## src/rtl/shot_resolver.sv

```systemverilog
// Takes a 5x5 board snapshot, counts its ship cells in 25 cycles, then resolves one shot per 3 cycles.
// A shot's result arrives 2 cycles after fire; fire is dropped while busy, and load preempts any activity.
module shot_resolver #(
  parameter int BOARD_N = 5
) (
  input  logic                                 clk,
  input  logic                                 rst,
  input  logic                                 load,
  input  logic [BOARD_N-1:0][BOARD_N-1:0][1:0] board_in,
  input  logic                                 fire,
  input  logic [2:0]                           i_shot,
  input  logic [2:0]                           j_shot,
  output logic                                 busy,
  output logic                                 result_valid,
  output logic [1:0]                           result,
  output logic [4:0]                           remaining,
  output logic                                 all_sunk,
  output logic [5:0]                           shots_fired,
  output logic [BOARD_N-1:0][BOARD_N-1:0][1:0] board_out
);

  typedef enum logic [1:0] {IDLE, COUNT, CHECK, RESP} state_t;

  localparam logic [2:0] LAST      = 3'(BOARD_N - 1);
  localparam logic [1:0] CELL_AGUA = 2'b00;
  localparam logic [1:0] CELL_SHIP = 2'b01;
  localparam logic [1:0] CELL_MISS = 2'b10;
  localparam logic [1:0] CELL_HIT  = 2'b11;
  localparam logic [1:0] RES_MISS  = 2'b00;
  localparam logic [1:0] RES_HIT   = 2'b01;
  localparam logic [1:0] RES_REP   = 2'b10;
  localparam logic [1:0] RES_INV   = 2'b11;

  state_t state_q, state_d;
  logic [BOARD_N-1:0][BOARD_N-1:0][1:0] board_q, board_d;
  logic [4:0] remaining_q, remaining_d;
  logic [5:0] shots_q, shots_d;
  logic [2:0] scan_r_q, scan_r_d, scan_c_q, scan_c_d;
  logic [2:0] shot_i_q, shot_i_d, shot_j_q, shot_j_d;
  logic [1:0] result_q, result_d;
  logic       loaded_q, loaded_d;
  logic       all_sunk_q, all_sunk_d;
  logic       fire_ok;
  logic       scan_last;

  assign fire_ok   = fire && loaded_q && !all_sunk_q;
  assign scan_last = (scan_r_q == LAST) && (scan_c_q == LAST);

  always_ff @(posedge clk or negedge rst) begin
    if (!rst) begin
      state_q <= IDLE;
    end else begin
      state_q <= state_d;
    end
  end

  always_comb begin
    state_d = state_q;
    if (load) begin
      state_d = COUNT;
    end else begin
      case (state_q)
        IDLE:    if (fire_ok) state_d = CHECK;
        COUNT:   if (scan_last) state_d = IDLE;
        CHECK:   state_d = RESP;
        RESP:    state_d = IDLE;
        default: state_d = IDLE;
      endcase
    end
  end

  always_comb begin
    busy         = (state_q != IDLE);
    result_valid = (state_q == RESP);
  end

  always_comb begin
    board_d     = board_q;
    remaining_d = remaining_q;
    shots_d     = shots_q;
    scan_r_d    = scan_r_q;
    scan_c_d    = scan_c_q;
    shot_i_d    = shot_i_q;
    shot_j_d    = shot_j_q;
    result_d    = result_q;
    loaded_d    = loaded_q;
    all_sunk_d  = all_sunk_q;
    if (load) begin
      board_d     = board_in;
      remaining_d = '0;
      shots_d     = '0;
      scan_r_d    = '0;
      scan_c_d    = '0;
      loaded_d    = 1'b1;
      all_sunk_d  = 1'b0;
    end else begin
      case (state_q)
        IDLE: begin
          if (fire_ok) begin
            shot_i_d = i_shot;
            shot_j_d = j_shot;
          end
        end
        COUNT: begin
          if (board_q[scan_r_q][scan_c_q] == CELL_SHIP) remaining_d = remaining_q + 5'd1;
          if (scan_c_q == LAST) begin
            scan_c_d = '0;
            scan_r_d = scan_r_q + 3'd1;
          end else begin
            scan_c_d = scan_c_q + 3'd1;
          end
          if (scan_last) all_sunk_d = (remaining_d == '0);
        end
        CHECK: begin
          // Guard the index: out-of-range coordinates must never touch the board.
          if ((shot_i_q > LAST) || (shot_j_q > LAST)) begin
            result_d = RES_INV;
          end else begin
            case (board_q[shot_i_q][shot_j_q])
              CELL_AGUA: begin
                board_d[shot_i_q][shot_j_q] = CELL_MISS;
                result_d = RES_MISS;
                if (shots_q != 6'd63) shots_d = shots_q + 6'd1;
              end
              CELL_SHIP: begin
                board_d[shot_i_q][shot_j_q] = CELL_HIT;
                result_d    = RES_HIT;
                remaining_d = remaining_q - 5'd1;
                all_sunk_d  = (remaining_q == 5'd1);
                if (shots_q != 6'd63) shots_d = shots_q + 6'd1;
              end
              default: result_d = RES_REP;
            endcase
          end
        end
        default: ;
      endcase
    end
  end

  always_ff @(posedge clk or negedge rst) begin
    if (!rst) begin
      board_q     <= '0;
      remaining_q <= '0;
      shots_q     <= '0;
      scan_r_q    <= '0;
      scan_c_q    <= '0;
      shot_i_q    <= '0;
      shot_j_q    <= '0;
      result_q    <= '0;
      loaded_q    <= 1'b0;
      all_sunk_q  <= 1'b0;
    end else begin
      board_q     <= board_d;
      remaining_q <= remaining_d;
      shots_q     <= shots_d;
      scan_r_q    <= scan_r_d;
      scan_c_q    <= scan_c_d;
      shot_i_q    <= shot_i_d;
      shot_j_q    <= shot_j_d;
      result_q    <= result_d;
      loaded_q    <= loaded_d;
      all_sunk_q  <= all_sunk_d;
    end
  end

  assign result      = result_q;
  assign remaining   = remaining_q;
  assign all_sunk    = all_sunk_q;
  assign shots_fired = shots_q;
  assign board_out   = board_q;

endmodule
```

## config.mk

```make
export PLATFORM = sky130hd
export DESIGN_NAME = shot_resolver
export DESIGN_NICKNAME = d
export VERILOG_FILES = /design/src/rtl/shot_resolver.sv
export SDC_FILE = /design/constraint.sdc
export NUM_CORES = 1
export LEC_CHECK = 0
export ABC_AREA = 1
export BUFFER_PORTS_ARGS = -buffer_cell sky130_fd_sc_hd__buf_2
export CAP_MARGIN = 20
export CORE_MARGIN = 3
export CORE_UTILIZATION = 41
export DETAILED_ROUTE_END_ITERATION = 16
export PLACE_DENSITY = 0.75
export SETUP_SLACK_MARGIN = 0.3
export SYNTH_ARGS = -nofsm -noshare
export SYNTH_HDL_FRONTEND = slang
export SYNTH_SLANG_ARGS = --single-unit
```

## constraint.sdc

```tcl
create_clock -name clk -period 3.3 [get_ports clk]
set_input_delay 0.825 -clock clk [delete_from_list [all_inputs] [get_ports clk]]
set_output_delay 0.825 -clock clk [all_outputs]
set_load 0.02 [all_outputs]
```

### Word level (Yosys, flattened, before mapping)

Index checks and enable logic that the tools add are counted.

| operators by class | value |
|---|---|
| bitwise logic cells | 5 |
| magnitude comparators | 8 |
| mux-type cells | 45 |
| reductions and logical operators | 27 |
| add/sub/neg operators | 5 |
| eq/ne operators | 14 |

Operator list:

| kind | count |
|---|---|
| two-way mux 50 bit | 3 |
| one-hot mux 50 bit (2 select lines) | 1 |
| binary-select mux 10 bit (select 3 bit) | 2 |
| bitwise OR 50 bit | 1 |
| demux 10 bit (select 3 bit) | 1 |
| two-way mux 10 bit | 3 |
| two-way mux 5 bit | 6 |
| two-way mux 6 bit | 5 |
| bitwise AND 25 bit | 1 |
| NOT 25 bit | 1 |
| bitwise OR 25 bit | 1 |
| two-way mux 3 bit | 6 |
| < comparator 3 x 4 -> 1 bit, second input constant | 4 |
| two-way mux 2 bit | 7 |
| binary-select mux 2 bit (select 3 bit) | 2 |
| nonzero test 2 bit | 6 |
| one-hot mux 5 bit (2 select lines) | 1 |
| inequality test 3 bit, second input constant | 3 |
| AND reduction 3 bit | 3 |
| one-hot mux 2 bit (4 select lines) | 1 |
| AND reduction 4 bit | 2 |
| adder 3 x 1 -> 3 bit, second input constant | 2 |
| adder 6 x 1 -> 6 bit, second input constant | 1 |
| demux 2 bit (select 3 bit) | 1 |
| other kinds (23) | 40 |

| word-level totals | value |
|---|---|
| logic and storage cells | 139 |
| input bits | 60 |
| output and inout bits | 66 |
| register bits after elaboration | 79 |

### Longest topological paths before layout

Gate-level depths: netlist of the first run.

| logic depth | value |
|---|---|
| depth after elaboration | 12 |
| mapped depth | 19 |
| depth with buffers taken out | 18 |

### Least setup slack after synthesis of the first run

OpenSTA, ideal clock, no wires.

| path | value |
|---|---|
| path kind | input to register |
| from | in load |
| to | reg shot_i_q[0] |
| setup time | 0.133 ns |
| path buffers | 2 |
| required time | 3.167 ns |
| stages on the path | 7 |
| setup slack | 1.237 ns |
| data arrival time | 1.930 ns |
| cell sequence | clkbuf_1 -> clkinv_1 -> nand2_1 -> or4_1 -> clkbuf_1 -> nor2_1 -> a21oi_1 |

| on the way | value |
|---|---|
| cells in the longest elaborated chain, start to end | 2 |

RTL lines:

| what | line | text |
|---|---|---|
| start: declaration | 8 | `input logic load,` |
| NOT 1 bit (no line) | - |  |
| AND reduction 3 bit (no line) | - |  |
| end signal: assignment | 159 | `shot_i_q <= shot_i_d;` |
| end: declaration | 39 | `logic [2:0] shot_i_q, shot_i_d, shot_j_q, shot_j_d;` |

Every way passes these cells.
A chain may end at the register's enable or synchronous reset.

### Final worst setup path of the first run

| path | value |
|---|---|
| from | reg shot_i_q[2] |
| to | reg all_sunk_q, in the netlist all_sunk |

| on the way | value |
|---|---|
| cells in the longest elaborated chain, start to end | 7 |
| elaborated cells on any way between the ends | 10 |
| those cells by class | 1 x order compare; 3 x eq/ne; 4 x mux; 2 x reduce/logical |

RTL lines:

| what | line | text |
|---|---|---|
| binary-select mux 10 bit (select 3 bit) | 119 | `case (board_q[shot_i_q][shot_j_q])` |
| two-way mux 10 bit (implied by the code) | 119 |  |
| binary-select mux 2 bit (select 3 bit) | 119 |  |
| two-way mux 2 bit (implied by the code) | 119 |  |
| == test 2 x 1 -> 1 bit | 119 |  |
| inequality test 3 x 2 -> 1 bit (no line) | - |  |
| AND reduction 4 bit (no line) (*) | - |  |
| end signal: assignment | 163 | `all_sunk_q <= all_sunk_d;` |
| end: declaration | 42 | `logic all_sunk_q, all_sunk_d;` |

Every way passes the cells marked *; elsewhere a longest branch is shown, timed or not. The select of a mux whose other input is x is not followed.

==> flow_metrics.tcl, run 1 <==
set metrics [dict create \
    synth-seq-cells 79 \
    finalNonFillerCells 981 \
    pin_count 126 \
    cp-start-kind "register" \
    critPathCaptureType "register" \
    final_cell_mix "nand2_1 (141), buf_2 (124), nor2_1 (89)" \
    wl_mm 16.15 \
    via_per_inst 5.459 \
    powerDensity_nw_per_um2 631.2 \
    period_minus_slack_ns 2.473 \
    ys_seq_area_share_pct 38.76 \
    fmax_ghz 0.4044 \
    antenna_cells 0 \
    placed_cells 965 \
    synthArstFlopShare_pct 100.0 \
    crit_top_cell "nand2_1" \
    grt_pass1_wl_mm 26.03 \
    cts_tree "done" \
    synth_nets 759 \
    min_period_over_period_pct 74.93 \
    synthMuxAreaShare_pct 0.2208 \
    cts-resized-gates 0 \
    io_buffer_count 125 \
    arrival_ns 2.75 \
    crit_path_top_delay_cell "dfrtp_1" \
    grt_usage_pct 23.27 \
    die_area_um2 13810 \
    drive_above_1_share_pct 24.23 \
    path_cells "nor3_4 -> inv_2 -> o21ai_1 -> nor3_1 -> nor2_1 -> a21oi_1 -> nand3_1 -> nand3_1 -> nand2_1 -> nand2_1 -> nor2_1 -> nand2_1 -> nand2_1" \
    worst-path-max-fanout 11 \
    synthTopCellsByArea "dfrtp_1 (39%), nand2_1 (10%), nor2_1 (6.6%), nand3_1 (5.5%), inv_1 (5.3%)" \
    overflow 0 \
    synth_top_area_share_pct 38.76 \
    synthSimpleGateAreaFrac_pct 28.85 \
    coreArea_um2 12060 \
    clk_pin_slew_ns 0.06 \
    cts_buffers 9 \
    cp.required_ns 3.58 \
    die_h_um 117.5 \
    dieWidth_um 117.5 \
    final_nets 877 \
    synthAdderAreaFrac_pct 1.963 \
    drc 0 \
    grt_start_max_net_pins 88 \
    power_leakage_uw 0.002909 \
    vias 5355 \
    worst-path-buf-inv 1 \
    synth.avg_cell_area_um2 7.380 \
    routedWlPerCell_um 16.46 \
    hold_buffers 0 \
    grt_pass1_vias 4973 \
    worst_pin_slew_ns 0.4803 \
    drt-initial-drc-count 437 \
    finalHoldViolations 0 \
    cap_violations 0 \
    synth_top_family_by_area "simple AND/OR/NAND/NOR gates" \
    irDropWorstVdd_uv 278.2 \
    rows 40 \
    antenna_found_initial 0 \
    fin_ws_ns 0.8274 \
    dp_hpwl_mm 12.03 \
    htree_num_levels 3 \
    totalPowerFinal_uw 3891 \
    synth_compound_area_share_pct 19.26 \
    hold_class "in2async" \
    slew-limit-headroom_pct 67.95 \
    critPathMaxStageDelay_ns 0.44 \
    synth_cells 691 \
    cts_sinks 79 \
    cts_setup_buffers 0 \
    clock_latency_ns 0.34 \
    dr.pass1.iters 7 \
    path_delay_family "simple AND/OR/NAND/NOR gates" \
    fin_tns_setup_ns 0 \
    yosysWarnings 0 \
    place_ws_ns 0.9007 \
    skew_ns 0.004172 \
    yosys.area.top_type "dfrtp_1" \
    setup_violations 0 \
    yosys_most_used_dff "dfrtp_1" \
    syn_area_um2 5100 \
    antenna_left 0 \
    outcome "finished, final reports clean" \
    area_growth_pct 20.88 \
    synth-edff-count 0 \
    root_buffer "clkbuf_16" \
    rsz0062_at_grt "no" \
    initial_core_util_pct 42.28 \
    slew_viol_final 0 \
    criticalPathCategory "reg2reg" \
    synth_xor_area_share_pct 1.374 \
    place.gp.congestion 1.026 \
    clk_path_buf_depth 2 \
    fin_util_pct 51.11 \
    final_common_cell "nand2_1" \
    synthDistinctLibCells 44 \
]
-- worst register-to-register path: stages (launching register included) --
cell	delay, ns
dfrtp_1	0.44
nor3_4	0.43
inv_2	0.20
o21ai_1	0.17
nor3_1	0.06
nor2_1	0.10
a21oi_1	0.07
nand3_1	0.22
nand3_1	0.11
nand2_1	0.28
nand2_1	0.12
nor2_1	0.10
nand2_1	0.06
nand2_1	0.05
-- final timing paths --
kind                              from                    endpoint  slack, ns  cells past startpoint
setup reg to reg           shot_i_q[2]                    all_sunk       0.83                     13
min in group clk              loaded_q                    loaded_q       0.47                      1
setup / recovery           shot_i_q[2]                    all_sunk       0.83                     13
hold reg to reg               loaded_q                    loaded_q       0.47                      1
max in group asynchronous          rst  asynchronous set/reset pin       2.41                      2
hold / removal                     rst                remaining[3]       0.32                      1
-- metal layers --
layer / vias to the layer above / routed length (µm) / GRT usage [%]
met3: 33 / 1115 / 3.796
li1: 2566 / - / -
met1: 2537 / 7105 / 32.12
met2: 219 / 7532 / 37.21
met4: 0 / 395 / 8.278
met5: - / 0 / 0
-- area by class of cell --
type	instances	area [µm²]
tap	168	210.2
clock inverter	4	22.52
fill	1224	5897
inverter	85	319.1
multi-input combinational	496	2635
sequential	79	1977
clock buffer	11	242.7
timing repair buffer	138	758.2
-- through the flow --
stage | instance area (µm²) | hold slack [ns]
after floorplan | 5100 | 0.4367
after global placement | 5872 | 0.4503
after detailed placement | 5872 | 0.4504
after CTS | 6137 | 0.4710
after global routing | 6165 | 0.3256
final | 6165 | 0.3201
-- cell usage after synthesis (4+ instances only) --
cell type	count
o21ai_0	24
a21oi_1	24
nor2_1	89
ha_1	8
o21ai_2	18
nand3_1	56
nand2_1	141
clkbuf_1	15
dfrtp_1	79
nand4_1	30
nor3_1	6
o21ai_1	10
inv_2	10
o22a_1	22
xor2_1	7
inv_1	72
a31oi_1	26
buf_4	6
buf_2	6
a22oi_1	4
-- power by group --
part | internal, µW | switching, µW | leakage (µW)
Combinational | 534 | 1130 | 0.00184
Clock | 522 | 389 | 0.000131
Sequential | 1120 | 206 | 0.000938
Total | 2170 | 1720 | 0.00291
-- kinds of logic (layout without fill, tap and decap cells) --
logic type | after synthesis | in the layout
simple gates | 335 | 335
compound gates | 144 | 144
buf+inv | 116 | 238
flops | 79 | 79
fa+ha+maj | 8 | 8
xor+xnor | 8 | 8
mux | 1 | 1
No activity file was read; power rests on OpenSTA's default activity.
==> inputs of run 2 (changes only) <==
ABC_AREA = 0   (was 1)
PLACE_DENSITY = 0.76   (was 0.75)
clock period = 2.55 ns   (was 3.3 ns; I/O delays follow)
==> flow_metrics.tcl, run 2 <==
set metrics [dict create \
    outcome "finished, final reports clean" \
    arrival_ns 2.74 \
    clk_pin_slew_ns 0.08 \
    cp.required_ns 2.80 \
    cts_tree "done" \
    syn_area_um2 4604 \
    drc 0 \
    final_nets 692 \
    slew_viol_final 0 \
    io_buffer_count 125 \
    via_per_inst 5.752 \
    cts_sinks 79 \
    synth_commonest_cells "dfrtp_1 (79), o21ai_0 (42), mux2i_1 (37), nor2_1 (37), nand2_1 (35)" \
    fin_util_pct 55.64 \
    grt_usage_pct 23.06 \
    wl_mm 14.76 \
    dr.pass1.iters 5 \
    rows 38 \
    fin_tns_setup_ns 0 \
    coreArea_um2 10890 \
    grt_pass1_wl_mm 23.01 \
    crit_path_top_delay_cell "dfrtp_2" \
    min_period_over_period_pct 97.63 \
    synth_cells 472 \
    pwr-share-comb_pct 22.5 \
    p_clk_share_pct 31.2 \
    antenna_left 0 \
    period_minus_slack_ns 2.489 \
    clk_path_buf_depth 2 \
    critPathMaxStageDelay_ns 0.46 \
    worst_pin_slew_ns 0.5154 \
    path_cells "buf_6 -> buf_4 -> nor2b_1 -> a21oi_1 -> o21ai_0 -> nand3_1 -> a211oi_4 -> a21oi_2 -> a211oi_2 -> mux2_1" \
    ys_seq_area_share_pct 42.93 \
    cp-start-kind "register" \
    synthTopCellsByArea "dfrtp_1 (43%), mux2i_1 (8.0%), mux2_2 (7.1%), o21ai_0 (4.6%), nor2_1 (3.0%)" \
    pwr-share-seq_pct 46.3 \
    area_growth_pct 31.58 \
    design_area_um2 6058 \
    clock_latency_ns 0.37 \
    antenna_found_initial 0 \
    pin_count 126 \
    powerDensity_nw_per_um2 528.1 \
    drt-initial-drc-count 383 \
    vias 4423 \
    critPathCaptureType "register" \
    skew_ns 0.008489 \
    finalHoldViolations 0 \
    power_leakage_uw 0.002787 \
    synth_nets 540 \
    final_cell_mix "buf_2 (123), dfrtp_1 (75), buf_4 (39)" \
    synth-seq-cells 79 \
    synthDistinctLibCells 62 \
    hold_class "in2async" \
    yosysWarnings 0 \
    synth-edff-count 0 \
    drive_above_1_share_pct 41.81 \
    root_buffer "clkbuf_8" \
    synth.avg_cell_area_um2 9.755 \
    dieWidth_um 112.0 \
    overflow 0 \
    grt_start_max_net_pins 44 \
    cts_buffers 9 \
    antenna_cells 0 \
    setup_violations 0 \
    yosys.area.top_type "dfrtp_1" \
    yosysMostFrequentCell "dfrtp_1" \
    criticalPathCategory "reg2reg" \
    initial_core_util_pct 42.29 \
    worst-path-max-fanout 8 \
    final_common_cell "buf_2" \
    fin_ws_ns 0.06054 \
    synth_top_area_share_pct 42.93 \
    yosys_most_used_dff "dfrtp_1" \
    p_switching_uw 1043 \
    synthArstFlopShare_pct 100.0 \
    routedWlPerCell_um 19.19 \
    cap_violations 0 \
    irDropWorstVdd_uv 265.1 \
    p_int_uw 2156 \
    die_h_um 112.0 \
    p_sw_share_pct 32.61 \
    htree_num_levels 3 \
    fmax_ghz 0.4017 \
    place_ws_ns 0.07137 \
    die_area_um2 12540 \
    finalNonFillerCells 769 \
    dp_hpwl_mm 11.04 \
    hold_buffers 0 \
    place_area_um2 5529 \
    grt_pass1_vias 4256 \
    place.gp.congestion 0.9820 \
    placed_cells 737 \
    rsz0062_at_grt "yes" \
    slew-limit-headroom_pct 65.64 \
]
[run 2: area by class of cell]
class | count | area (µm²)
Inverter | 19 | 71.32
Timing Repair Buffer | 171 | 1027
Multi-Input combinational cell | 344 | 2595
Sequential cell | 79 | 1982
Clock inverter | 5 | 56.30
Clock buffer | 11 | 151.4
Tap cell | 140 | 175.2
Fill cell | 937 | 4830
[run 2: path summary, 6_finish.rpt]
check                           endpoint          from  slack [ns]  cells after the start
max reg2reg                 remaining[2]   shot_i_q[2]        0.06                     10
min reg2reg                     loaded_q      loaded_q        0.51                      1
min                           state_q[1]           rst        0.24                      1
min in group clk           board_out[49]  board_in[49]        0.47                      3
max in group asynchronous   board_out[5]           rst        1.70                      2
max                         remaining[2]   shot_i_q[2]        0.06                     10
[run 2: cells by family (layout without fill, tap and decap cells)]
| family | Yosys count | count (layout) | synth area share (%) |
|---|---|---|---|
| multiplexers | 71 | 71 | 16.44 |
| AND/OR/NAND/NOR | 137 | 137 | 14.67 |
| XOR/XNOR | 9 | 9 | 1.712 |
| AO/OA/AOI/OAI | 119 | 119 | 17.53 |
| buffers and inverters | 49 | 206 | 4.538 |
| adder cells (fa/ha/maj) | 8 | 8 | 2.174 |
| flip-flops | 79 | 79 | 42.93 |
[run 2: critical path, delay by kind of cell (launching register included)]
| kind | cells | cell delay [ns] |
|---|---|---|
| AOI/OAI and AO/OA | 5 | 0.87 |
| and+or+nand+nor | 2 | 0.39 |
| DFF | 1 | 0.46 |
| muxes | 1 | 0.34 |
| buffers and inverters | 2 | 0.31 |
[run 2: power groups by stage]
stage | sequential (µW) | combinational, µW | clock (µW)
floorplan | 1560 | 295 | 0
global placement | 1490 | 651 | 0
detailed placement | 1500 | 664 | 0
CTS | 1480 | 694 | 1010
global route | 1500 | 778 | 1070
finish | 1480 | 720 | 998
[run 2: per-layer routing]
metal  part of all wire, %  global-route usage (%)  up-vias  routed length (µm)
li1                      -                       -     2024                   -
met1                    44                   32.29     2183                6516
met2                    46                   35.49      189                6807
met3                   7.8                   5.815       27                1147
met4                   1.9                   7.051        0                 287
met5                     0                       0        -                   0
[run 2: stage by stage]
step	hold slack, ns	total power [µW]
final	0.2381	3200
after CTS	0.2497	3180
after detailed placement	0.4919	2163
after global routing	0.2677	3339
after floorplan	0.3419	1851
after global placement	0.4743	2144
[run 2: repair_timing]
item | CTS | global route
setup endpoints to repair | 37 | 37
buffers inserted | 13 | 3
pin swaps | 15 | 10
gates resized for setup | 34 | 32
cloned | 0 | 0
==> inputs of run 3 (changes only) <==
ABC_AREA = 1   (was 0)
PLACE_DENSITY = 0.75   (was 0.76)
==> flow_metrics.tcl, run 3 (synthesized netlist as in run 1, its figures left out) <==
set metrics [dict create \
    die_area_um2 13810 \
    grt_pass1_wl_mm 26.72 \
    skew_ns 0.007406 \
    grt_start_max_net_pins 88 \
    cp-start-kind "register" \
    crit_path_top_delay_cell "dfrtp_2" \
    vias 5491 \
    final_cell_mix "nand2_1 (135), buf_2 (124), nor2_1 (86)" \
    final_nets 899 \
    dieWidth_um 117.5 \
    antenna_cells 0 \
    r2r.worst_path.cells 13 \
    overflow 0 \
    wl_mm 16.67 \
    fin_tns_setup_ns 0 \
    path_delay_family "simple AND/OR/NAND/NOR gates" \
    fin_ws_ns 0.3669 \
    min_period_over_period_pct 85.61 \
    setup_violations 0 \
    htree_num_levels 3 \
    hold_buffers 0 \
    p_switching_uw 2306 \
    drive_above_1_share_pct 28.83 \
    arrival_ns 2.43 \
    drc 0 \
    dr.pass1.iters 6 \
    p_int_uw 3235 \
    cts_sinks 79 \
    critPathCaptureType "register" \
    root_buffer "clkbuf_16" \
    critPathMaxStageDelay_ns 0.46 \
    period_minus_slack_ns 2.183 \
    rows 40 \
    pwr-share-seq_pct 31.5 \
    drt-initial-drc-count 595 \
    cts_buffers 9 \
    routedWlPerCell_um 16.61 \
    area_growth_pct 28.14 \
    slew_viol_final 0 \
    io_buffer_count 125 \
    powerDensity_nw_per_um2 847.9 \
    dp_hpwl_mm 12.45 \
    cts_tree "done" \
    antenna_found_initial 0 \
    cap_violations 0 \
    holdWs_ns 0.3149 \
    via_per_inst 5.469 \
    irDropWorstVdd_uv 386.9 \
    outcome "finished, final reports clean" \
    die_h_um 117.5 \
    place.gp.congestion 0.9803 \
    slew-limit-headroom_pct 57.42 \
    finalHoldViolations 0 \
    worst-path-buf-inv 3 \
    criticalPathCategory "reg2reg" \
    antenna_left 0 \
    clk_pin_slew_ns 0.06 \
    cp-startpoint "shot_i_q[0]" \
    p_sw_share_pct 41.62 \
    ff2ff_setup_slack_ns 0.37 \
    p_clk_share_pct 25.3 \
    worst-path-max-fanout 9 \
    clk_path_buf_depth 2 \
    initial_core_util_pct 42.28 \
    power_leakage_uw 0.003073 \
    hold_class "in2async" \
    grt_pass1_vias 5103 \
    cp.depth 13 \
    path_cells "inv_2 -> nand2_4 -> inv_2 -> nand2_1 -> o211ai_1 -> o21ai_1 -> nand3_1 -> nor2_4 -> nand2_2 -> buf_4 -> o21ai_4 -> nor2_1 -> a31oi_1" \
    fmax_ghz 0.4581 \
    pin_count 126 \
    place_ws_ns 0.1341 \
    grt_usage_pct 24.20 \
    final_common_cell "nand2_1" \
    n_fill_cell 1166 \
    coreArea_um2 12060 \
    pwr-share-comb_pct 43.1 \
    rr_startpoint "shot_i_q[0]" \
    rsz0062_at_grt "yes" \
    crit_top_cell "inv_2" \
    worst_pin_slew_ns 0.6387 \
    clock_latency_ns 0.35 \
    cp.required_ns 2.80 \
]
run 3: stage by stage:
stage	utilization [%]	instances	total power, µW	area, µm²
2_1_floorplan	-	691	3148	5100
3_3_place_gp	49.51	975	3872	5972
3_5_place_dp	49.51	975	3897	5972
4_1_cts	52.67	994	5341	6352
5_1_grt	54.18	1004	5873	6535
6_report	54.18	1004	5541	6535
run 3: repair_timing:
action	4_1_cts	5_1_grt
endpoints found under the setup margin	9	61
pin swaps	0	12
buffers inserted	3	10
resized for setup	7	30
run 3: power by group through the flow:
| stage | Combinational [µW] | Sequential [µW] | Clock (µW) |
|---|---|---|---|
| after floorplan | 1350 | 1800 | 0 |
| after global placement | 2140 | 1730 | 0 |
| after detailed placement | 2160 | 1740 | 0 |
| after CTS | 2190 | 1720 | 1420 |
| after global routing | 2630 | 1770 | 1470 |
| final | 2390 | 1750 | 1400 |
run 3: worst min path at each step:
stage / start / endpoint / slack [ns] / depth (start not counted)
6_report: rst / shots_fired[4] / 0.31 / 1
4_1_cts: rst / shots_fired[1] / 0.33 / 1
5_1_grt: rst / shots_fired[3] / 0.37 / 1
3_5_place_dp: loaded_q / loaded_q / 0.45 / 1
2_1_floorplan: rst / asynchronous set/reset pin / 0.34 / 0
3_3_place_gp: loaded_q / loaded_q / 0.45 / 1
run 3: routing by layer:
metal  GRT usage [%]  wire (µm)  vias to the layer above
met3           4.469       1231                       46
met5               0          0                        -
li1                -          -                     2614
met4           9.084        558                        0
met2           39.27       7878                      253
met1           32.36       7003                     2578
run 3: worst register-to-register path: stages, from the launching register on:
cell	delay, ns
dfrtp_2	0.46
inv_2	0.08
nand2_4	0.14
inv_2	0.09
nand2_1	0.06
o211ai_1	0.12
o21ai_1	0.15
nand3_1	0.13
nor2_4	0.16
nand2_2	0.09
buf_4	0.19
o21ai_4	0.16
nor2_1	0.06
a31oi_1	0.19
run 3: layout make-up:
cell class | instances | area [µm²] | area share, %
flip-flops and latches | 79 | 1983 | 30.35
inverters | 85 | 327.8 | 5.016
repair buffers | 160 | 960.9 | 14.70
clock buffers | 13 | 260.3 | 3.982
multi-input cells | 496 | 2728 | 41.74
clock inverters | 3 | 65.06 | 0.9956
well taps | 168 | 210.2 | 3.217
